**config.mk**
```make
export PLATFORM = sky130hd
export DESIGN_NAME = go_turn_sequencer
export DESIGN_NICKNAME = d
export VERILOG_FILES = /design/src/rtl/go_pkg.sv /design/src/rtl/go_turn_timer.sv /design/src/rtl/go_turn_sequencer.sv
export SDC_FILE = /design/constraint.sdc
export NUM_CORES = 1
export LEC_CHECK = 0
export ABC_AREA = 1
export BUFFER_PORTS_ARGS = -buffer_cell sky130_fd_sc_hd__buf_2
export CORE_MARGIN = 2
export CORE_UTILIZATION = 50
export DETAILED_ROUTE_END_ITERATION = 10
export GPL_ROUTABILITY_DRIVEN = 1
export PLACE_DENSITY = 0.77
export SYNTH_ARGS = -nofsm -noshare
export SYNTH_HDL_FRONTEND = slang
export SYNTH_HIERARCHICAL = 1
export SYNTH_SLANG_ARGS = --single-unit
```
**constraint.sdc**
```tcl
create_clock -name clk_in -period 1.95 [get_ports clk_in]
set_input_delay 0.0975 -clock clk_in [delete_from_list [all_inputs] [get_ports clk_in]]
set_output_delay 0.0975 -clock clk_in [all_outputs]
set_load 0.05 [all_outputs]
```
**src/rtl/go_pkg.sv**
```systemverilog
// Shared definitions for the Go turn sequencer: stone colours, pass encoding
// and the one-hot sequencer state type.
package go_pkg;

    localparam logic [1:0] EMPTY     = 2'b00;
    localparam logic [1:0] BLACK     = 2'b01;
    localparam logic [1:0] WHITE     = 2'b10;
    localparam logic [7:0] PASS_MOVE = 8'hFF;
    localparam int         BOARD_DIM = 9;

    typedef enum logic [5:0] {
        S_IDLE      = 6'b000001,
        S_WAIT_MOVE = 6'b000010,
        S_PLACE     = 6'b000100,
        S_WAIT_DONE = 6'b001000,
        S_SWITCH    = 6'b010000,
        S_GAME_OVER = 6'b100000
    } state_t;

endpackage

```
**src/rtl/go_turn_timer.sv**
```systemverilog
// Per-turn cycle counter. Expire stays asserted once the limit is reached so a
// turn resumed after an illegal move cannot slip past the deadline.
module go_turn_timer #(
    parameter logic [31:0] TURN_TIMEOUT = 32'd0
) (
    input  logic clk_in,
    input  logic reset,
    input  logic clear,
    input  logic enable,
    output logic expire
);

    logic [31:0] cnt;

    always_ff @(posedge clk_in) begin
        if (reset || clear) begin
            cnt <= 32'd0;
        end else if (enable && !expire) begin
            cnt <= cnt + 32'd1;
        end
    end

    assign expire = (TURN_TIMEOUT != 32'd0) && enable && (cnt >= TURN_TIMEOUT - 32'd1);

endmodule

```
**src/rtl/go_turn_sequencer.sv**
```systemverilog
// Two-player 9x9 Go turn sequencer: grants turns, forwards moves to the board
// engine, tracks move/pass counts, per-turn timeout and game over.
module go_turn_sequencer
    import go_pkg::*;
#(
    parameter logic [31:0] TURN_TIMEOUT = 32'd0
) (
    input  logic       clk_in,
    input  logic       reset,
    input  logic       start,
    input  logic       p0_move_ready,
    input  logic [7:0] p0_move,
    input  logic       p1_move_ready,
    input  logic [7:0] p1_move,
    input  logic       place_done,
    input  logic       place_illegal,
    output logic       p0_my_turn,
    output logic       p1_my_turn,
    output logic       place_req,
    output logic [7:0] place_move,
    output logic [1:0] place_color,
    output logic       illegal_pulse,
    output logic       timeout_pulse,
    output logic [7:0] move_count,
    output logic [1:0] pass_count,
    output logic       game_over
);

    function automatic logic [7:0] sat_inc8(input logic [7:0] v);
        return (v == 8'hFF) ? v : v + 8'd1;
    endfunction

    state_t     state;
    logic [1:0] turn;

    logic       in_wait;
    logic       turn_ready;
    logic [7:0] turn_move;
    logic       move_valid;
    logic       tmr_expire;
    logic       timeout_hit;
    logic       pass_event;
    logic       leave_wait;
    logic       start_ok;
    logic       tmr_clear;

    assign in_wait     = (state == S_WAIT_MOVE);
    assign turn_ready  = (turn == BLACK) ? p0_move_ready : p1_move_ready;
    assign turn_move   = (turn == BLACK) ? p0_move : p1_move;
    assign move_valid  = in_wait && turn_ready;
    // A genuine move on the expiry cycle takes priority over the timeout.
    assign timeout_hit = in_wait && tmr_expire && !turn_ready;
    assign pass_event  = (move_valid && (turn_move == PASS_MOVE)) || timeout_hit;
    assign leave_wait  = move_valid || timeout_hit;
    assign start_ok    = start && ((state == S_IDLE) || (state == S_GAME_OVER));
    assign tmr_clear   = (state == S_SWITCH) || start_ok;

    go_turn_timer #(
        .TURN_TIMEOUT(TURN_TIMEOUT)
    ) u_timer (
        .clk_in(clk_in),
        .reset (reset),
        .clear (tmr_clear),
        .enable(in_wait),
        .expire(tmr_expire)
    );

    always_ff @(posedge clk_in) begin
        if (reset) begin
            state         <= S_IDLE;
            turn          <= BLACK;
            p0_my_turn    <= 1'b0;
            p1_my_turn    <= 1'b0;
            place_req     <= 1'b0;
            place_move    <= 8'd0;
            place_color   <= 2'b00;
            illegal_pulse <= 1'b0;
            timeout_pulse <= 1'b0;
            move_count    <= 8'd0;
            pass_count    <= 2'd0;
            game_over     <= 1'b0;
        end else begin
            place_req     <= 1'b0;
            illegal_pulse <= 1'b0;
            timeout_pulse <= 1'b0;
            // my_turn rises one cycle after entering WAIT_MOVE and drops as soon as the turn is used
            p0_my_turn    <= in_wait && !leave_wait && (turn == BLACK);
            p1_my_turn    <= in_wait && !leave_wait && (turn == WHITE);

            case (state)
                S_IDLE, S_GAME_OVER: begin
                    if (start) begin
                        move_count <= 8'd0;
                        pass_count <= 2'd0;
                        turn       <= BLACK;
                        game_over  <= 1'b0;
                        state      <= S_WAIT_MOVE;
                    end
                end
                S_WAIT_MOVE: begin
                    if (pass_event) begin
                        timeout_pulse <= timeout_hit;
                        pass_count    <= pass_count + 2'd1;
                        if (pass_count == 2'd1) begin
                            game_over <= 1'b1;
                            state     <= S_GAME_OVER;
                        end else begin
                            state <= S_SWITCH;
                        end
                    end else if (move_valid) begin
                        place_move  <= turn_move;
                        place_color <= turn;
                        state       <= S_PLACE;
                    end
                end
                S_PLACE: begin
                    place_req <= 1'b1;
                    state     <= S_WAIT_DONE;
                end
                S_WAIT_DONE: begin
                    if (place_done) begin
                        if (place_illegal) begin
                            illegal_pulse <= 1'b1;
                            state         <= S_WAIT_MOVE;
                        end else begin
                            pass_count <= 2'd0;
                            move_count <= sat_inc8(move_count);
                            state      <= S_SWITCH;
                        end
                    end
                end
                S_SWITCH: begin
                    turn  <= (turn == BLACK) ? WHITE : BLACK;
                    state <= S_WAIT_MOVE;
                end
                default: begin
                    state <= S_IDLE;
                end
            endcase
        end
    end

endmodule

```
# After elaboration in Yosys (flattened, before gate mapping)
# Index checks and enable logic that the tools add are counted.
dict set report totals {
  in_bits 23
  output_inout_bits 26
  regBits 33
  elab_cells 80
}
dict set report classes {
  n_bitwise 3
  n_reduce_logical 18
  mux 28
  addsub 2
  eq_ne 18
}
# operator n
set ops {}
lappend ops {{8-bit two-way mux} 5}
lappend ops {{6-bit two-way mux} 5}
lappend ops {{6-bit one-hot mux with 5 select lines} 1}
lappend ops {{8-bit equality test (second input constant)} 2}
lappend ops {{8-bit one-hot mux with 2 select lines} 1}
lappend ops {{2-bit two-way mux} 6}
lappend ops {{5-bit AND reduction} 2}
lappend ops {{8-bit by 1-bit adder with 8-bit output (second input constant)} 1}
lappend ops {{2-bit inequality test (second input constant)} 4}
lappend ops {{6-bit by 1-bit equality test with 1-bit output (second input constant)} 1}
lappend ops {{6-bit by 2-bit equality test with 1-bit output (second input constant)} 1}
lappend ops {{6-bit by 3-bit equality test with 1-bit output (second input constant)} 1}
lappend ops {{6-bit by 4-bit equality test with 1-bit output (second input constant)} 1}
lappend ops {{6-bit by 5-bit equality test with 1-bit output (second input constant)} 1}
lappend ops {{6-bit equality test (second input constant)} 1}
lappend ops {{1-bit two-way mux} 6}
lappend ops {{2-bit one-hot mux with 3 select lines} 1}
lappend ops {{3-bit AND reduction} 2}
lappend ops {{2-bit nonzero test} 3}
lappend ops {{1-bit logical AND} 5}
lappend ops {{5-bit two-way mux} 1}
lappend ops {{2-bit by 1-bit equality test with 1-bit output (second input constant)} 2}
lappend ops {{2-bit by 1-bit inequality test with 1-bit output (second input constant)} 2}
lappend ops {{2-bit one-hot mux with 2 select lines} 1}
lappend ops {{other kinds (11)} 13}

# Longest topological paths before layout
dict set report depth {
  ltp_word 6
  mapped_depth 13
}

# Hierarchy
# Netlist, hierarchy kept.
# mod instances cells_each area_each_um2
set by_module_without_submodules {}
lappend by_module_without_submodules {go_turn_sequencer 1 242 1796.7}
lappend by_module_without_submodules {go_turn_timer 1 2 11.3}

# Least setup slack after synthesis
# No wires, ideal clock.
dict set report synth_timing {
  kind {register -> register}
  from {register move_count[0]}
  to {register move_count[0]}
  arrival_ns 1.847
  path_stages_with_launch 10
  path_slack_ns -0.012
  n_path_buf 0
  period_less_slack_ns 1.962
  cell_sequence {dfxtp_1 > ha_1 > nand2_1 > nand3b_1 > o21ai_1 > nand2_2 > nand3_4 > clkinv_2 > o21ai_1 > nor2_1}
}
dict set report synth_between {
  elab_chain_cells 5
}
# item line
set synth_rtl {}
lappend synth_rtl {{from (decl)} go_turn_sequencer.sv:24} ;# output logic [7:0] move_count,
lappend synth_rtl {{from (signal assigned)} go_turn_sequencer.sv:127} ;# move_count <= sat_inc8(move_count);
lappend synth_rtl {{8-bit by 1-bit adder with 8-bit output} go_turn_sequencer.sv:30} ;# return (v == 8'hFF) ? v : v + 8'd1;
lappend synth_rtl {{8-bit two-way mux} go_turn_sequencer.sv:30}
lappend synth_rtl {{8-bit two-way mux} go_turn_sequencer.sv:122} ;# if (place_illegal) begin
lappend synth_rtl {{8-bit two-way mux} go_turn_sequencer.sv:121} ;# if (place_done) begin
lappend synth_rtl {{8-bit one-hot mux with 2 select lines} go_turn_sequencer.sv:90} ;# case (state)
# Several ways; a longest one is shown, not always the timed one. The select of a mux whose other input is x is not followed.
# A chain may end at the register's enable or synchronous reset.

# Worst setup path after layout
# Ends and elaborated chain as after synthesis.

==> impl_metrics.yaml <==
status:
  status: "complete, no violations"
timing:
  period_minus_slack_ns: 1.65
  finClkSkew_ns: 0.0123
  slew_violations: 0
  finalSetupViolations: 0
  hold_viol: 0
  post-route-period-util_pct: 84.4
  setup_tns_ns: 0
  rsz0062_at_grt: "no"
  fmax_mhz: 607
cells_and_area:
  fillerInstances: 328
  seqCellArea_um2: 683
  syn2layout_area_growth_pct: 18.8
  n_antenna_cell: 0
  fin_nets: 321
  multi_input_area_mm2: 0.00100
  final_layout_size_suffix_gt1_share_pct: 35.0
run:
  drv_cap: 0
worst_setup_path:
  r2r_slack_ns: 0.30
  rr_startpoint: "move_count[0]"
  r2r_cells: 9
  cp_slowest_cell: "dfxtp_2"
  crit_family: "simple AND/OR/NAND/NOR gates"
  cp_num_buf_inv: 1
  worstPathMaxFanout: 9
  cp.arrival_ns: 1.87
  cp.required_ns: 2.17
  crit_end: "move_count[0]"
  cp_common_cell: "o21ai_1"
  cp-end-kind: "register"
  start_kind: "register"
  timing.rr.end: "move_count[0]"
  cp_num_cells: 9
  crit_chain: "ha_1, nand2_1, nand3b_1, o21ai_1, nand2_2, nand3_4, clkinv_2, o21ai_1, nor2_1"
  critPathMaxStageDelay_ns: 0.39
  path_class: "register to register"
  cp-startpoint: "move_count[0]"
drt:
  finalWirelength_mm: 3.76
  vias: 1693
  wl_per_cell_um: 11.0
  via_per_inst: 4.94
  drtIter0Drc: 54
  drc_errors: 0
  ant_nets: 0
  drt_pass1_iterations: 4
global_routing:
  grt_overflow: 0
  grt_first_pass_wirelength_mm: 6.53
  grt_util_all_layers_pct: 20.0
  first_global_vias: 1519
  grt_max_degree: 18
  antenna_found_initial: 0
cts:
  ctsHtreeMaxLevel: 2
  clock_path_buffers: 2
  cts.sinks: 34
  cts_tree: "built"
  clkLatencyLatePin_ns: 0.34
  post_cts_buffers: 0
  ctsHoldBuffers: 0
  ctsResizeCount: 0
  cts_buffers: 5
  path_clk_slew_ns: 0.10
  root_buffer: "clkbuf_4"
pwr:
  p_switching_uw: 842
  internal-power_mw: 1.18
  seq_power_share_pct: 40.5
  power_mw: 2.02
  pwr-share-comb_pct: 39.4
  p_leak_nw: 0.988
  p_sw_share_pct: 41.6
  clock_power_share_pct: 20.1
  ir_worst_vdd_mv: 0.612
  p_per_area_mw_per_mm2: 942
synth:
  yosysSeqAreaShare_pct: 37.6
  synth_top_family_by_area: "simple AND/OR/NAND/NOR gates"
  synth_nets: 269
  synthXorXnorAreaFrac_pct: 2.42
  synth_mux_area_share_pct: 0
  synth_async_sr_flop_share_pct: 0
  ys_seq_elements: 34
  synth_ff_type: "dfxtp_1"
  syn_avg_cell_area_um2: 7.41
  synth_edf_count: 0
  ys_warn_count: 6
  ys_types: 34
  synthesis.area_mm2: 0.00181
  synth_fa_ha_area_share_pct: 1.38
  synthSimpleGateAreaFrac_pct: 39.7
  syn-instance-count: 244
  synth_compound_area_share_pct: 11.8
die:
  dieArea_mm2: 0.00411
  start_util_pct: 52.9
  core_area_mm2: 0.00342
  ios: 49
  die_h_um: 64.1
  dieWidth_um: 64.1
  row_count: 21
place:
  detailed_place_hpwl_mm: 2.91
  io_buffers: 48
  place.gp.congestion: 0.859
worst_hold_path:
  hp-class: "input pin to register"
-- routing by layer --
metal	wire length, um	global-route usage [%]	part of all wire (%)	vias to the layer above
met4	50	6.38	1.3	0
met2	1690	30.5	45	43
met5	0	0	0	-
met3	169	4.75	4.5	6
li1	-	-	-	897
met1	1850	27.8	49	747
-- logic make-up (layout without fill, tap and decap cells) --
logic type               count (synthesis)  after routing
adder cells (fa/ha/maj)                  2              2
other                                    1              1
buffers and inverters                   27             80
AO/OA/AOI/OAI                           36             36
flip-flops                              34             34
XOR/XNOR                                 5              5
AND/OR/NAND/NOR                        139            139
-- power by group through the flow --
stage,logic (mW),registers (mW),clock network [mW]
final,0.797,0.819,0.407
after detailed placement,0.792,0.834,0
after floorplan,0.502,0.963,0
after CTS,0.794,0.818,0.417
after global placement,0.779,0.833,0
after global routing,0.897,0.829,0.451
-- cell type report --
type | count | area share, %
tap | 46 | 2.68
timing repair buffer | 51 | 12.2
multi-input combinational | 183 | 46.7
sequential | 34 | 31.8
inverter | 21 | 3.84
clock inverter | 1 | 0.233
clock buffer | 7 | 2.56
-- state kept, by name (all words and copies together) (netlist names) --
| signal | count |
|---|---|
| pass_count | 2 |
| game_over | 1 |
| place_move | 8 |
| p0_my_turn | 1 |
| p1_my_turn | 1 |
| timeout_pulse | 1 |
| place_req | 1 |
| place_color | 2 |
| state | 6 |
| illegal_pulse | 1 |
| move_count | 8 |
| turn | 2 |
-- cell usage in the layout (no fill, tap or decap), types with 4 or more instances in the layout --
cell type	instances
inv_1	17
nor2_4	6
o21ai_2	7
nand3_1	21
nor3_1	4
nor2_2	8
nand2_2	9
clkbuf_4	5
dfxtp_1	32
a21oi_1	17
nand2_1	49
o21ai_0	7
buf_2	48
or2_2	4
nor2_1	27
-- through the flow --
step | cell area (um^2) | cells | worst slack [ns] | hold WS (ns) | util (%)
after floorplan | 1810 | 244 | 0.201 | 0.261 | -
after global placement | 2090 | 335 | 0.375 | 0.393 | 61.1
after detailed placement | 2090 | 335 | 0.336 | 0.394 | 61.1
after CTS | 2150 | 343 | 0.322 | 0.0339 | 62.9
after global routing | 2150 | 343 | 0.120 | 0.0623 | 62.9
final | 2150 | 343 | 0.304 | 0.0424 | 62.9
-- worst register-to-register path: cells and delay by family (launching register included) --
kind	cells	cell delay, ns
compound gates	2	0.30
buf+inv	1	0.14
simple gates	5	0.51
flops	1	0.39
fa+ha+maj	1	0.20
-- cells in the mapped netlist (2+ instances only) --
library cell,number,area (um^2)
or2_2,4,25.0
o21ai_2,7,61.3
nand3_2,3,30.0
a21oi_1,17,85.1
nand2_1,49,184
nor2_2,8,50.1
nand4_1,3,18.8
nand3_1,21,105
xnor2_1,2,17.5
nor3_1,4,20.0
inv_2,2,7.51
o21ai_1,3,15.0
xor2_1,3,26.3
nor2_1,27,101
o21ai_0,7,35.0
buf_6,2,22.5
nand2_2,9,56.3
nor2_4,6,67.6
dfxtp_1,34,681
inv_1,17,63.8
ha_1,2,25.0
clkbuf_1,2,7.51
-- worst min-delay path by stage --
stage | startpoint | endpoint | depth (start not counted)
2_1_floorplan | place_done | illegal_pulse | 2
3_3_place_gp | place_done | illegal_pulse | 3
3_5_place_dp | place_done | illegal_pulse | 3
4_1_cts | place_done | illegal_pulse | 3
5_1_grt | place_done | illegal_pulse | 3
6_report | place_done | illegal_pulse | 3
No activity file was read; power rests on OpenSTA's default activity.
